==> config.mk <==
export PLATFORM = sky130hd
export DESIGN_NAME = dp_sequencer
export DESIGN_NICKNAME = d
export VERILOG_FILES = /design/src/rtl/dp_ctrl_pkg.sv /design/src/rtl/dp_instr_decode.sv /design/src/rtl/dp_sequencer.sv
export SDC_FILE = /design/constraint.sdc
export NUM_CORES = 1
export LEC_CHECK = 0
export CAP_MARGIN = 20
export CORE_MARGIN = 2
export CORE_UTILIZATION = 40
export CTS_BUF_LIST = sky130_fd_sc_hd__clkbuf_16
export DETAILED_ROUTE_END_ITERATION = 8
export PLACE_DENSITY_LB_ADDON = 0.2
export SLEW_MARGIN = 20
export SYNTH_ARGS = -nofsm -noshare
export SYNTH_HDL_FRONTEND = slang
export SYNTH_SLANG_ARGS = --single-unit
==> constraint.sdc <==
create_clock -name clk -period 1.9 [get_ports clk]
set_clock_uncertainty 0.15 [all_clocks]
set_input_delay 0.285 -clock clk [delete_from_list [all_inputs] [get_ports clk]]
set_output_delay 0.285 -clock clk [all_outputs]
set_load 0.03 [all_outputs]
==> src/rtl/dp_ctrl_pkg.sv <==
// Shared encodings for the register-file/ALU control sequencer:
// opcodes, extended opcodes, FSM states and flag bit positions.
package dp_ctrl_pkg;

  localparam logic [3:0] OP_RTYPE = 4'h0;
  localparam logic [3:0] OP_ANDI  = 4'h1;
  localparam logic [3:0] OP_ORI   = 4'h2;
  localparam logic [3:0] OP_XORI  = 4'h3;
  localparam logic [3:0] OP_ADDI  = 4'h5;
  localparam logic [3:0] OP_SUBI  = 4'h9;
  localparam logic [3:0] OP_CMPI  = 4'hB;
  localparam logic [3:0] OP_MOVI  = 4'hD;

  localparam logic [3:0] EX_AND   = 4'h1;
  localparam logic [3:0] EX_OR    = 4'h2;
  localparam logic [3:0] EX_XOR   = 4'h3;
  localparam logic [3:0] EX_ADD   = 4'h5;
  localparam logic [3:0] EX_ADDC  = 4'h7;
  localparam logic [3:0] EX_SUB   = 4'h9;
  localparam logic [3:0] EX_CMP   = 4'hB;
  localparam logic [3:0] EX_MOV   = 4'hD;

  typedef enum logic [1:0] {
    ST_IDLE   = 2'd0,
    ST_DECODE = 2'd1,
    ST_EXEC   = 2'd2,
    ST_WB     = 2'd3
  } state_t;

  // flags are packed {C,L,F,Z,N}
  localparam int unsigned FLAG_C = 4;
  localparam int unsigned FLAG_L = 3;
  localparam int unsigned FLAG_F = 2;
  localparam int unsigned FLAG_Z = 1;
  localparam int unsigned FLAG_N = 0;

endpackage

==> src/rtl/dp_instr_decode.sv <==
// Combinational instruction decoder: ALU op/exop, extended immediate,
// carry-in and writeback/illegal classification for one instruction word.
module dp_instr_decode
  import dp_ctrl_pkg::*;
#(
  parameter int DW = 16
) (
  input  logic [15:0]   instr,
  input  logic          carry,
  output logic [3:0]    op,
  output logic [3:0]    exop,
  output logic [DW-1:0] immediate,
  output logic          regOrImmed,
  output logic          Cin,
  output logic          is_rtype,
  output logic          no_wb,
  output logic          illegal
);

  logic [3:0]    opc;
  logic [3:0]    ex;
  logic [7:0]    imm8;
  logic [DW-1:0] imm_sext;
  logic [DW-1:0] imm_zext;
  logic          unused_rdest;

  assign opc          = instr[15:12];
  assign ex           = instr[7:4];
  assign imm8         = instr[7:0];
  assign imm_sext     = {{(DW-8){imm8[7]}}, imm8};
  assign imm_zext     = {{(DW-8){1'b0}}, imm8};
  assign unused_rdest = ^instr[11:8];

  // Illegal encodings leave every ALU control at zero.
  always_comb begin
    op         = '0;
    exop       = '0;
    immediate  = '0;
    regOrImmed = 1'b0;
    Cin        = 1'b0;
    is_rtype   = 1'b0;
    no_wb      = 1'b0;
    illegal    = 1'b0;
    if (opc == OP_RTYPE) begin
      is_rtype = 1'b1;
      case (ex)
        EX_ADD, EX_AND, EX_OR, EX_XOR, EX_MOV: exop = ex;
        EX_ADDC: begin
          exop = ex;
          Cin  = carry;
        end
        EX_SUB: begin
          exop = ex;
          Cin  = 1'b1;
        end
        EX_CMP: begin
          exop  = ex;
          Cin   = 1'b1;
          no_wb = 1'b1;
        end
        default: illegal = 1'b1;
      endcase
    end else begin
      case (opc)
        OP_ADDI, OP_MOVI: begin
          op         = opc;
          immediate  = imm_sext;
          regOrImmed = 1'b1;
        end
        OP_SUBI: begin
          op         = opc;
          immediate  = imm_sext;
          regOrImmed = 1'b1;
          Cin        = 1'b1;
        end
        OP_CMPI: begin
          op         = opc;
          immediate  = imm_sext;
          regOrImmed = 1'b1;
          Cin        = 1'b1;
          no_wb      = 1'b1;
        end
        OP_ANDI, OP_ORI, OP_XORI: begin
          op         = opc;
          immediate  = imm_zext;
          regOrImmed = 1'b1;
        end
        default: illegal = 1'b1;
      endcase
    end
  end

endmodule

==> src/rtl/dp_sequencer.sv <==
// Multi-cycle control sequencer: accepts one instruction, walks
// DECODE -> EXEC -> WB with registered datapath controls and flag register.
module dp_sequencer
  import dp_ctrl_pkg::*;
#(
  parameter int NREGS = 16,
  parameter int DW    = 16
) (
  input  logic             clk,
  input  logic             reset,
  input  logic [15:0]      instr,
  input  logic             instr_valid,
  output logic             instr_ready,
  input  logic [4:0]       alu_flags,
  output logic [DW-1:0]    immediate,
  output logic [NREGS-1:0] regEnables,
  output logic [NREGS-1:0] buffAEnables,
  output logic [NREGS-1:0] buffBEnables,
  output logic             Cin,
  output logic             regOrImmed,
  output logic [3:0]       op,
  output logic [3:0]       exop,
  output logic [4:0]       flags,
  output logic             illegal,
  output logic             busy
);

  state_t state;
  state_t next_state;

  logic [3:0]    rdest_q;
  logic          wb_en_q;
  logic          illegal_q;
  logic          accept;

  logic [3:0]    dec_op;
  logic [3:0]    dec_exop;
  logic [DW-1:0] dec_imm;
  logic          dec_roi;
  logic          dec_cin;
  logic          dec_is_rtype;
  logic          dec_no_wb;
  logic          dec_illegal;

  logic [DW-1:0]    imm_d;
  logic [NREGS-1:0] reg_en_d;
  logic [NREGS-1:0] buff_a_d;
  logic [NREGS-1:0] buff_b_d;
  logic             cin_d;
  logic             roi_d;
  logic [3:0]       op_d;
  logic [3:0]       exop_d;
  logic             illegal_d;
  logic             busy_d;
  logic             ready_d;

  function automatic logic [NREGS-1:0] onehot(input logic [3:0] idx);
    onehot = NREGS'(1) << idx;
  endfunction

  dp_instr_decode #(
    .DW (DW)
  ) u_decode (
    .instr      (instr),
    .carry      (flags[FLAG_C]),
    .op         (dec_op),
    .exop       (dec_exop),
    .immediate  (dec_imm),
    .regOrImmed (dec_roi),
    .Cin        (dec_cin),
    .is_rtype   (dec_is_rtype),
    .no_wb      (dec_no_wb),
    .illegal    (dec_illegal)
  );

  assign accept = (state == ST_IDLE) && instr_valid && instr_ready;

  always_ff @(posedge clk) begin
    if (reset) state <= ST_IDLE;
    else       state <= next_state;
  end

  always_comb begin
    next_state = state;
    case (state)
      ST_IDLE:   if (accept) next_state = ST_DECODE;
      ST_DECODE: next_state = ST_EXEC;
      ST_EXEC:   next_state = ST_WB;
      ST_WB:     next_state = ST_IDLE;
      default:   next_state = ST_IDLE;
    endcase
  end

  // Controls are decoded from the live instr word on the accept edge so they
  // are already registered in DECODE, then held until WB retires.
  always_comb begin
    imm_d     = '0;
    reg_en_d  = '0;
    buff_a_d  = '0;
    buff_b_d  = '0;
    cin_d     = 1'b0;
    roi_d     = 1'b0;
    op_d      = '0;
    exop_d    = '0;
    illegal_d = 1'b0;
    case (state)
      ST_IDLE: begin
        if (accept) begin
          imm_d     = dec_imm;
          cin_d     = dec_cin;
          roi_d     = dec_roi;
          op_d      = dec_op;
          exop_d    = dec_exop;
          illegal_d = dec_illegal;
          if (!dec_illegal) begin
            buff_a_d = onehot(instr[11:8]);
            if (dec_is_rtype) buff_b_d = onehot(instr[3:0]);
          end
        end
      end
      ST_DECODE, ST_EXEC: begin
        imm_d    = immediate;
        buff_a_d = buffAEnables;
        buff_b_d = buffBEnables;
        cin_d    = Cin;
        roi_d    = regOrImmed;
        op_d     = op;
        exop_d   = exop;
        if ((state == ST_EXEC) && wb_en_q) reg_en_d = onehot(rdest_q);
      end
      default: ;
    endcase
    busy_d  = (next_state != ST_IDLE);
    ready_d = (next_state == ST_IDLE);
  end

  always_ff @(posedge clk) begin
    if (reset) begin
      immediate    <= '0;
      regEnables   <= '0;
      buffAEnables <= '0;
      buffBEnables <= '0;
      Cin          <= 1'b0;
      regOrImmed   <= 1'b0;
      op           <= '0;
      exop         <= '0;
      illegal      <= 1'b0;
      busy         <= 1'b0;
      instr_ready  <= 1'b0;
      flags        <= '0;
      rdest_q      <= '0;
      wb_en_q      <= 1'b0;
      illegal_q    <= 1'b0;
    end else begin
      immediate    <= imm_d;
      regEnables   <= reg_en_d;
      buffAEnables <= buff_a_d;
      buffBEnables <= buff_b_d;
      Cin          <= cin_d;
      regOrImmed   <= roi_d;
      op           <= op_d;
      exop         <= exop_d;
      illegal      <= illegal_d;
      busy         <= busy_d;
      instr_ready  <= ready_d;
      if (accept) begin
        rdest_q   <= instr[11:8];
        wb_en_q   <= !dec_no_wb && !dec_illegal;
        illegal_q <= dec_illegal;
      end
      if ((state == ST_EXEC) && !illegal_q) flags <= alu_flags;
    end
  end

endmodule

==> results.sh, run 1 <==
export IMPL_status="completed"
export IMPL_postPlaceCellArea_sq_um=4508
export IMPL_synth_distinct_cells=48
export IMPL_numPlacedInstances=559
export IMPL_synthCells=334
export IMPL_path_class="flip-flop to output port"
export IMPL_crit_path_end="flags[4]"
export IMPL_mostFrequentLayoutCells="clkdlybuf4s50_1 (93), dfxtp_1 (82), nand2_1 (57)"
export IMPL_synth_async_reset_ratio_pct=0
export IMPL_postSynthAreaPerCell_sq_um=9.332
export IMPL_dieWidth_microns=92.27
export IMPL_rsz0062_at_grt="false"
export IMPL_core_area_sq_um=7647
export IMPL_critPathArrivalTime_ns=1.38
export IMPL_layout_min_cycle_time_ns=1.818
export IMPL_worst_setup_path_end_kind="output port"
export IMPL_mostFrequentLayoutCell="clkdlybuf4s50_1"
export IMPL_ys_flop_type="dfxtp_1"
export IMPL_ys_seq_area_share_pct=53.31
export IMPL_wirelength_microns=8166
export IMPL_hold_path_class="primary input to flip-flop"
export IMPL_grt_use_total_pct=19.88
export IMPL_cp_num_cells=1
export IMPL_critPathMaxFanout=3
export IMPL_grt_pass1_wl_microns=13450
export IMPL_regToRegSetupSlack_ns=0.10
export IMPL_crit_path_top_delay_cell="clkdlybuf4s50_1"
export IMPL_antenna_found_initial=0
export IMPL_vias=2819
export IMPL_clock_latency_ns=0.33
export IMPL_synth_edf_count=0
export IMPL_p_leak_nw=1.849
export IMPL_avgRoutedWirePerCell_microns=14.20
export IMPL_r2r_start="state[1]"
export IMPL_cp_start_kind="flip-flop"
export IMPL_ys_seq_elements=83
export IMPL_final_core_util_pct=63.68
export IMPL_setup_viol=0
export IMPL_critPathBufInv=1
export IMPL_cts_hold_buf=0
export IMPL_viasPerCell=4.903
export IMPL_post_place_ws_ns=-0.4752
export IMPL_diodes=0
export IMPL_cts_tree="built"
export IMPL_grt_ovfl_total=0
export IMPL_synth_area_sq_um=3117
export IMPL_die_h_microns=92.27
export IMPL_cts_clk_slew_worst_paths_ns=0.06
export IMPL_ios=106
export IMPL_crit_family="buffers and inverters"
export IMPL_slowest_delay_ns=0.70
export IMPL_finalNetCount=494
export IMPL_max_slew_margin_rel_pct=62.88
export IMPL_timing_rr_end="buffAEnables[12]"
export IMPL_yosysWarnings=0
export IMPL_ant_nets=0
export IMPL_finalMaxSlewViolations=0
export IMPL_grt_max_degree=35
export IMPL_required_ns=1.46
export IMPL_cap_violations=0
export IMPL_tightest_slew_ns=0.5498
export IMPL_num_rows=32
export IMPL_design_die_area_sq_um=8514
export IMPL_max_freq_mhz=550.2
export IMPL_finalNonFillerCells=575
export IMPL_design_area_sq_um=4870
export IMPL_cts_buffer_depth=2
export IMPL_hold_violations=0
export IMPL_drc=0
export IMPL_fin_setup_tns_ns=0
export IMPL_clock_sinks=83
export IMPL_peakVddDrop_v=0.0006099
export IMPL_firstDrtPassIters=4
export IMPL_synth_area_leaders="dfxtp_1 (53%), nand2_1 (7.0%), o31ai_1 (3.9%)"
export IMPL_port_buffers=105
export IMPL_fin_ws_ns=0.08235
export IMPL_crit_start="flags[4]"
export IMPL_period_share_pct=95.67
export IMPL_drt_initial_drc_count=126
export IMPL_path_cells="clkdlybuf4s50_1"
export IMPL_drive_above_1_share_pct=17.55
export IMPL_grt_pass1_vias=2757
export IMPL_htree_levels=3
export IMPL_synth_top_cell_by_area="dfxtp_1"
export IMPL_yosysTopAreaCellShare_pct=53.31
export IMPL_floorplan_initialDensity_pct=40.76
export IMPL_gp_congestion=0.8768
export IMPL_fillCellCount=660
export IMPL_cts_buffers=9
export IMPL_cts_root_buf="clkbuf_16"
export IMPL_syn_num_nets=360
export IMPL_power_density_nw_per_um2=1020
export IMPL_area_delta_synth_final_pct=56.24
export IMPL_rr_worst_depth=6
export IMPL_post_dp_hpwl_microns=5992
==> worst register-to-register path, stage by stage (launching register included) <==
cell and delay [ns]:
dfxtp_1 0.33, inv_1 0.07, ha_4 0.24, buf_4 0.14
nor3b_2 0.17, or3b_2 0.47, o21ai_0 0.17
==> cells by family after synthesis <==
kind of cell    share of synthesized area [%]
fa+ha+maj                              0.8028
simple gates                            22.52
flops                                   53.31
buf+inv                                 5.138
compound gates                          16.62
mux                                     1.606
==> sequential cells by signal, indices dropped and copies added (netlist names) <==
signal,cells
buffAEnables,16
buffBEnables,16
regEnables,16
immediate,9
flags,5
exop,4
op,4
rdest_q,4
state,2
Cin,1
busy,1
illegal,1
illegal_q,1
instr_ready,1
regOrImmed,1
wb_en_q,1
==> per-layer routing <==
| metal | GRT usage, % | vias up | part of all wire, % |
|---|---|---|---|
| met2 | 31.25 | 93 | 47 |
| met1 | 25.82 | 1287 | 45 |
| met5 | 0 | - | 0 |
| li1 | - | 1428 | - |
| met3 | 5.012 | 11 | 6.3 |
| met4 | 8.831 | 0 | 1.5 |
==> report_power, final <==
group / total [mW] / internal, mW / switching, mW
registers: 1.89 / 1.83 / 0.0589
logic: 1.18 / 0.529 / 0.648
clock network: 1.90 / 1.18 / 0.726
total: 4.97 / 3.53 / 1.43
==> worst min path at each step <==
| stage | from | to | cells past startpoint |
|---|---|---|---|
| final | instr[13] | op[2] | 3 |
| after global routing | instr[13] | op[2] | 3 |
| after CTS | instr[14] | op[2] | 3 |
| after detailed placement | op[2] | op[2] | 2 |
| after global placement | buffAEnables[4] | buffAEnables[4] | 2 |
| after floorplan | instr[0] | immediate[0] | 1 |
==> Yosys cell counts (all sizes together) (2+ instances only) <==
cell type	count
inv	4
nand2	58
nor3b	2
o31ai	18
a22o	11
clkbuf	13
nor3	9
nand3b	4
a32o	5
buf	14
a21oi	9
nand4	5
nand3	7
nand2b	6
o21ai	22
nor4	3
nor2	25
nor2b	7
or3b	3
or2	2
dfxtp	83
ha	2
mux2i	5
==> stage by stage <==
step	hold WS (ns)	power (mW)
after floorplan	0.2607	2.531
after global placement	0.2886	3.035
after detailed placement	0.2936	3.055
after CTS	0.3049	4.981
after global routing	0.2324	5.189
final	0.2252	4.967
==> what timing repair did <==
| action | CTS | global route |
|---|---|---|
| buffers inserted | 0 | 0 |
| endpoints found under the hold margin | 0 | 0 |
| pin swaps | 0 | 3 |
| cloned | 0 | 0 |
| setup endpoints to repair | 32 | 26 |
| gates resized for setup | 12 | 8 |
==> final cells by class <==
cell class              instances  area, sq um  area share (%)
flip-flops and latches         83         1663           34.15
repair buffers                150         1398           28.70
multi-input cells             220         1334           27.39
clock buffers                   9        225.2           4.625
well taps                     102        127.6           2.621
clock inverters                 7        107.6           2.210
inverters                       4        15.01          0.3083
Note: power is estimated with default switching activity, not from simulation.
==> run 2, diff against run 1 <==
- CTS_CLUSTER_SIZE: unset -> 20
==> results of run 2 <==
The final DEF is identical to that of run 1; final timing and power are the same.
